[config.mk]
export PLATFORM = sky130hd
export DESIGN_NAME = tns_decoder_09_flat
export DESIGN_NICKNAME = d
export VERILOG_FILES = /design/src/rtl/tns_decoder_09_pkg.sv /design/src/rtl/tns_decoder_09_if.sv /design/src/rtl/tns_xtalk_chk.sv /design/src/rtl/tns_decoder_09.sv /design/src/flat_wrapper.sv
export SDC_FILE = /design/constraint.sdc
export NUM_CORES = 1
export LEC_CHECK = 0
export ABC_AREA = 1
export BUFFER_PORTS_ARGS = -buffer_cell sky130_fd_sc_hd__buf_2
export CORE_MARGIN = 5
export CORE_UTILIZATION = 35
export DETAILED_ROUTE_END_ITERATION = 10
export SYNTH_ARGS = -nofsm -noshare
export SYNTH_HDL_FRONTEND = slang
export SYNTH_SLANG_ARGS = --single-unit
[constraint.sdc]
create_clock -name clock -period 2.4 [get_ports clock]
set_input_delay 0 -clock clock [delete_from_list [all_inputs] [get_ports clock]]
set_output_delay 0 -clock clock [all_outputs]
set_load 0.005 [all_outputs]
[src/rtl/tns_decoder_09_pkg.sv]
// Shared TNS definitions: code/data widths, digit weights and the per-bit weight lookup
// used by both the encoder and tns_decoder_09.
package tns_decoder_09_pkg;

    localparam int TNS_CODE_W = 9;
    localparam int TNS_DATA_W = 7;

    typedef logic [TNS_CODE_W-1:0] tns_code_t;
    typedef logic [TNS_DATA_W-1:0] tns_data_t;

    typedef struct packed {
        logic      vld;
        tns_code_t code;
    } tns_word_t;

    localparam tns_data_t TNS01_A = 7'd2;
    localparam tns_data_t TNS01_B = 7'd1;
    localparam tns_data_t TNS02_A = 7'd8;
    localparam tns_data_t TNS02_B = 7'd5;
    localparam tns_data_t TNS02_C = 7'd3;
    localparam tns_data_t TNS03_A = 7'd34;
    localparam tns_data_t TNS03_B = 7'd21;
    localparam tns_data_t TNS03_C = 7'd13;

    // Bit 0 is the plain LSB; the remaining bits follow the three TNS digit groups.
    function automatic tns_data_t tns_weight(input int unsigned idx);
        tns_data_t w;
        case (idx)
            0:       w = 7'd1;
            1:       w = TNS01_B;
            2:       w = TNS01_A;
            3:       w = TNS02_C;
            4:       w = TNS02_B;
            5:       w = TNS02_A;
            6:       w = TNS03_C;
            7:       w = TNS03_B;
            8:       w = TNS03_A;
            default: w = '0;
        endcase
        return w;
    endfunction

endpackage

[src/rtl/tns_decoder_09_if.sv]
// Codeword-in / value-out bus of tns_decoder_09; the crosstalk status signals
// exist only when TNS_DEC_XTALK_CHK_EN is defined.
interface tns_decoder_09_if
    import tns_decoder_09_pkg::*;
#(
    parameter int ERR_CNT_W = 8
);
    tns_code_t code_in;
    logic      code_vld_in;
    tns_data_t data_out;
    logic      data_vld_out;

    if (ERR_CNT_W < 1) begin : g_bad_err_cnt_w
        $error("ERR_CNT_W must be at least 1");
    end

`ifdef TNS_DEC_XTALK_CHK_EN
    logic                 xtalk_err;
    logic [ERR_CNT_W-1:0] err_cnt;

    modport master (
        output code_in, code_vld_in,
        input  data_out, data_vld_out, xtalk_err, err_cnt
    );

    modport slave (
        input  code_in, code_vld_in,
        output data_out, data_vld_out, xtalk_err, err_cnt
    );
`else
    modport master (
        output code_in, code_vld_in,
        input  data_out, data_vld_out
    );

    modport slave (
        input  code_in, code_vld_in,
        output data_out, data_vld_out
    );
`endif

endinterface

[src/rtl/tns_xtalk_chk.sv]
// Opposite-transition crosstalk checker: compares each stage-1 codeword against the
// last valid one and reports violations one cycle later, aligned with the decoded output.
module tns_xtalk_chk
    import tns_decoder_09_pkg::*;
#(
    parameter int ERR_CNT_W = 8
) (
    input  logic                 clock,
    input  logic                 rst_n,
    input  tns_code_t            cur_code,
    input  logic                 cur_vld,
    output logic                 xtalk_err,
    output logic [ERR_CNT_W-1:0] err_cnt
);

    localparam logic [ERR_CNT_W-1:0] CNT_MAX = '1;

    tns_code_t            prev_reg;
    logic                 have_prev_reg;
    logic                 xtalk_reg;
    logic [ERR_CNT_W-1:0] cnt_reg;
    logic [TNS_CODE_W-2:0] viol_bits;
    logic                 hit_next;

    // Adjacent wires that both toggle and end up at opposite levels moved in opposite directions.
    for (genvar gi = 0; gi < TNS_CODE_W - 1; gi++) begin : g_pair
        assign viol_bits[gi] = (prev_reg[gi]   ^ cur_code[gi])
                             & (prev_reg[gi+1] ^ cur_code[gi+1])
                             & (cur_code[gi]   ^ cur_code[gi+1]);
    end

    assign hit_next = cur_vld & have_prev_reg & (|viol_bits);

    always_ff @(posedge clock or negedge rst_n) begin
        if (!rst_n) begin
            prev_reg      <= '0;
            have_prev_reg <= 1'b0;
            xtalk_reg     <= 1'b0;
            cnt_reg       <= '0;
        end else begin
            xtalk_reg <= hit_next;
            if (cur_vld) begin
                prev_reg      <= cur_code;
                have_prev_reg <= 1'b1;
            end
            if (hit_next && (cnt_reg != CNT_MAX)) begin
                cnt_reg <= cnt_reg + 1'b1;
            end
        end
    end

    assign xtalk_err = xtalk_reg;
    assign err_cnt   = cnt_reg;

endmodule

[src/rtl/tns_decoder_09.sv]
// Two-stage TNS codeword decoder (weighted bit sum, 0..88). Defining TNS_DEC_XTALK_CHK_EN
// adds the crosstalk checker and its xtalk_err/err_cnt outputs on the bus.
module tns_decoder_09
    import tns_decoder_09_pkg::*;
#(
    parameter int ERR_CNT_W = 8
) (
    input  logic              clock,
    input  logic              rst_n,
    tns_decoder_09_if.slave   bus
);

    if (ERR_CNT_W < 1) begin : g_bad_err_cnt_w
        $error("ERR_CNT_W must be at least 1");
    end

    tns_word_t s1_reg;
    tns_data_t data_reg;
    logic      vld2_reg;
    tns_data_t sum_next;
    tns_data_t term [TNS_CODE_W];

    always_ff @(posedge clock or negedge rst_n) begin
        if (!rst_n) begin
            s1_reg <= '0;
        end else begin
            s1_reg.vld <= bus.code_vld_in;
            if (bus.code_vld_in) begin
                s1_reg.code <= bus.code_in;
            end
        end
    end

    for (genvar gi = 0; gi < TNS_CODE_W; gi++) begin : g_term
        localparam tns_data_t W = tns_weight(gi);
        assign term[gi] = s1_reg.code[gi] ? W : '0;
    end

    // Largest possible total is 88, so the 7-bit accumulator never wraps.
    always_comb begin
        sum_next = '0;
        for (int i = 0; i < TNS_CODE_W; i++) begin
            sum_next = sum_next + term[i];
        end
    end

    always_ff @(posedge clock or negedge rst_n) begin
        if (!rst_n) begin
            data_reg <= '0;
            vld2_reg <= 1'b0;
        end else begin
            vld2_reg <= s1_reg.vld;
            if (s1_reg.vld) begin
                data_reg <= sum_next;
            end
        end
    end

    assign bus.data_out     = data_reg;
    assign bus.data_vld_out = vld2_reg;

`ifdef TNS_DEC_XTALK_CHK_EN
    tns_xtalk_chk #(
        .ERR_CNT_W (ERR_CNT_W)
    ) u_xtalk_chk (
        .clock     (clock),
        .rst_n     (rst_n),
        .cur_code  (s1_reg.code),
        .cur_vld   (s1_reg.vld),
        .xtalk_err (bus.xtalk_err),
        .err_cnt   (bus.err_cnt)
    );
`endif

endmodule
[src/flat_wrapper.sv]
// flat-port wrapper written by rule: the top's interface ports become plain ports
module tns_decoder_09_flat import tns_decoder_09_pkg::*;
#(
    parameter int ERR_CNT_W = 8
)
  (clock, rst_n, bus_code_in, bus_code_vld_in, bus_data_out, bus_data_vld_out);
  tns_decoder_09_if #(.ERR_CNT_W(ERR_CNT_W)) bus_i ();
  input  logic clock;
  input  logic rst_n;
  input wire logic [$bits(bus_i.code_in)-1:0] bus_code_in;
  input wire logic [$bits(bus_i.code_vld_in)-1:0] bus_code_vld_in;
  output wire logic [$bits(bus_i.data_out)-1:0] bus_data_out;
  output wire logic [$bits(bus_i.data_vld_out)-1:0] bus_data_vld_out;
  assign bus_i.code_in = bus_code_in;
  assign bus_i.code_vld_in = bus_code_vld_in;
  assign bus_data_out = bus_i.data_out;
  assign bus_data_vld_out = bus_i.data_vld_out;
  tns_decoder_09 #(.ERR_CNT_W(ERR_CNT_W)) u_core (.clock(clock), .rst_n(rst_n), .bus(bus_i));
endmodule
==> impl_metrics.ini <==
[run_status]
outcome = finished, violations left
violations = setup timing

[sta]
fin_worst_skew_ns = 0.00705
setup_viol = 3
worstMarginPinSlew_ns = 0.402
hold_viol = 0
layout_setup_ws_ns = -0.0792
finalMaxSlewViolations = 0
relSlewSlack_pct = 73.2
fmax_mhz = 403
grt_setup_unrepaired = true
min_period_over_period_pct = 103
worst_hold_slack_ns = 0.149
fin_crit_ns = 2.48

[pwr]
p_seq_share_pct = 38.1
powerDensity_mw_per_mm2 = 788
swShare_pct = 35.6
pwr-share-comb_pct = 44.1
p_leak_nw = 0.703
power.total_w = 0.00106
clkPwrFrac_pct = 17.8
intPower_w = 0.000686
p_switching_w = 0.000379
peakVddDrop_mv = 0.477

[placement]
dp_hpwl_mm = 1.54
dp.cells = 155
gp_congestion = 0.733
placement.io_buffers = 19

[run]
max-cap-violations = 0

[cells_and_area]
insertedDiodeCount = 0
largest_reg_flops = 10
drive_gt1_share_pct = 28.1
fin_cells = 170
area_growth_pct = 31.1
nets = 168

[floorplan]
die_w_um = 64.3
core_area_mm2 = 0.00278
die_h_um = 64.3
fp-row-count = 19
num_io_pins = 20
dieArea_mm2 = 0.00413
start_util_pct = 37.1

[synth]
syn_inst = 105
yosysWarnings = 0
synth_seq_cells = 18
synth_top_cell_area_share_pct = 43.7
synth-edff-count = 0
synth_common_cells = 26 x nand2_1, 18 x dfrtp_1, 14 x inv_1, 11 x ha_1, 8 x o21ai_0
ys_seq_area_share_pct = 43.7
synth_area_leader_cell = dfrtp_1
yosysMostFrequentCell = nand2_1
async_flop_share_pct = 100
ys.flop_type = dfrtp_1
synth_area_leaders = dfrtp_1 44%, ha_1 13%, fa_1 9.7%
yosysUniqueCellTypes = 15
avgSynthCellArea_um2 = 9.82
syn_nets = 133
syn-cell-area_mm2 = 0.00103

[cts]
cts.clk_slew.worst_paths_ns = 0.11
clk_latency_ns = 0.29
cts_setup_buffers = 0
root_buffer = clkbuf_4
cts_buffers = 3
cts_tree = done
cts.htree.levels = 1
cts.sink_count = 18
clock_path_buffers = 2

[grt]
grt_max_degree = 19
grt_pass1_vias = 843
grt.total_usage_pct = 10.4
antenna_found_initial = 0
gr-total-overflow = 0
grt_pass1_wl_mm = 3.53

[routing]
post_drt_wl_per_cell_um = 11.9
drt_wl_total_mm = 2.02
drtIter0Drc = 26
drt.antenna.violating_nets = 0
via_per_inst = 4.63
routed-via-count = 787
first_pass_iters = 3
drc = 0

[worst_setup_path]
r2r-start = u_core.s1_reg[0]
worstSetupStartpointType = flop
critPathKind = reg2reg
cp_slowest_cell = fa_1
path_cells = fa_1, inv_1, fa_1, inv_2, ha_4, fa_2, nand3_2, nand2_1, o21ai_1, o21ai_1
rrSetupSlack_ns = -0.08
worstPathRequired_ns = 2.59
timing.rr.end = u_core.bus.data_out[4]
max_stage_delay_ns = 0.53
crit_arrival_ns = 2.67
critPathCaptureType = flop
rr_worst_depth = 10
worstPathMaxFanout = 3

[worst_hold_path]
hold_path.class = in2async
-- worst max-delay path, delay by kind of cell (launching register included) --
kind	cells	cell delay [ns]
adder cells (fa/ha/maj)	4	1.53
buffers and inverters	2	0.10
AO/OA/AOI/OAI	2	0.21
flip-flops	1	0.41
AND/OR/NAND/NOR	2	0.14
-- stage by stage --
| stage | instance area, um^2 | setup TNS, ns | worst slack (ns) | util (%) |
|---|---|---|---|---|
| 2_1_floorplan | 1040 | 0 | 0.0106 | - |
| 3_3_place_gp | 1170 | -0.0538 | -0.0323 | 42.2 |
| 3_5_place_dp | 1170 | -0.201 | -0.0977 | 42.2 |
| 4_1_cts | 1320 | -0.248 | -0.115 | 47.5 |
| 5_1_grt | 1350 | -0.817 | -0.254 | 48.6 |
| 6_report | 1350 | -0.159 | -0.0792 | 48.6 |
-- cell families (layout without fill, tap and decap cells) --
logic type,after synthesis,in the layout,synth area share [%]
muxes,6,6,6.55
buffers and inverters,16,50,6.19
and+or+nand+nor,35,35,13.7
adders and majority gates,16,16,23.1
DFF,18,18,43.7
AOI/OAI and AO/OA,14,14,6.80
-- power by group through the flow --
stage | Clock, W | Combinational, W | Sequential (W)
floorplan | 0 | 0.000280 | 0.000415
global placement | 0 | 0.000407 | 0.000410
detailed placement | 0 | 0.000416 | 0.000413
CTS | 0.000198 | 0.000435 | 0.000407
global route | 0.000215 | 0.000546 | 0.000416
finish | 0.000189 | 0.000470 | 0.000406
-- cell usage in the layout (no fill, tap or decap), drive strengths merged, types with 4 or more instances in the layout --
cell type,synthesis,routed
nand2,26,26
buf,1,20
dfrtp,18,18
inv,15,15
dlygate4sd3,0,11
ha,11,11
o21ai,9,9
mux2,6,6
a21oi,5,5
fa,5,5
nand3,4,4
clkbuf,0,4
-- final cells by class --
cell class	count	area [um^2]
Multi-Input combinational cell	71	557
Fill cell	269	1430
Tap cell	31	38.8
Inverter	15	56.3
Timing Repair Buffer	31	213
Clock buffer	4	36.3
Sequential cell	18	450
-- worst max-delay path by stage --
stage | from | endpoint | slack (ns) | depth (start not counted)
global route | u_core.s1_reg[0] | u_core.bus.data_out[4] | -0.25 | 10
detailed placement | u_core.s1_reg[0] | u_core.bus.data_out[6] | -0.1 | 10
CTS | u_core.s1_reg[0] | u_core.bus.data_out[6] | -0.11 | 10
floorplan | u_core.s1_reg[0] | u_core.bus.data_out[6] | 0.01 | 10
global placement | u_core.s1_reg[0] | u_core.bus.data_out[6] | -0.03 | 10
finish | u_core.s1_reg[0] | u_core.bus.data_out[4] | -0.08 | 10
-- per-layer routing --
metal  part of all wire [%]  GRT usage (%)
met5                      0              0
met4                      0           3.05
met3                    4.8           1.58
met2                     50           18.8
met1                     46           12.7
-- timing repair --
item                                    CTS  global route
endpoints found under the setup margin    3             6
pin swaps                                 0             3
hold buffers                             11             0
endpoints found under the hold margin    28             0
resized for setup                         0             6
Note: power is estimated with default switching activity, not from simulation.
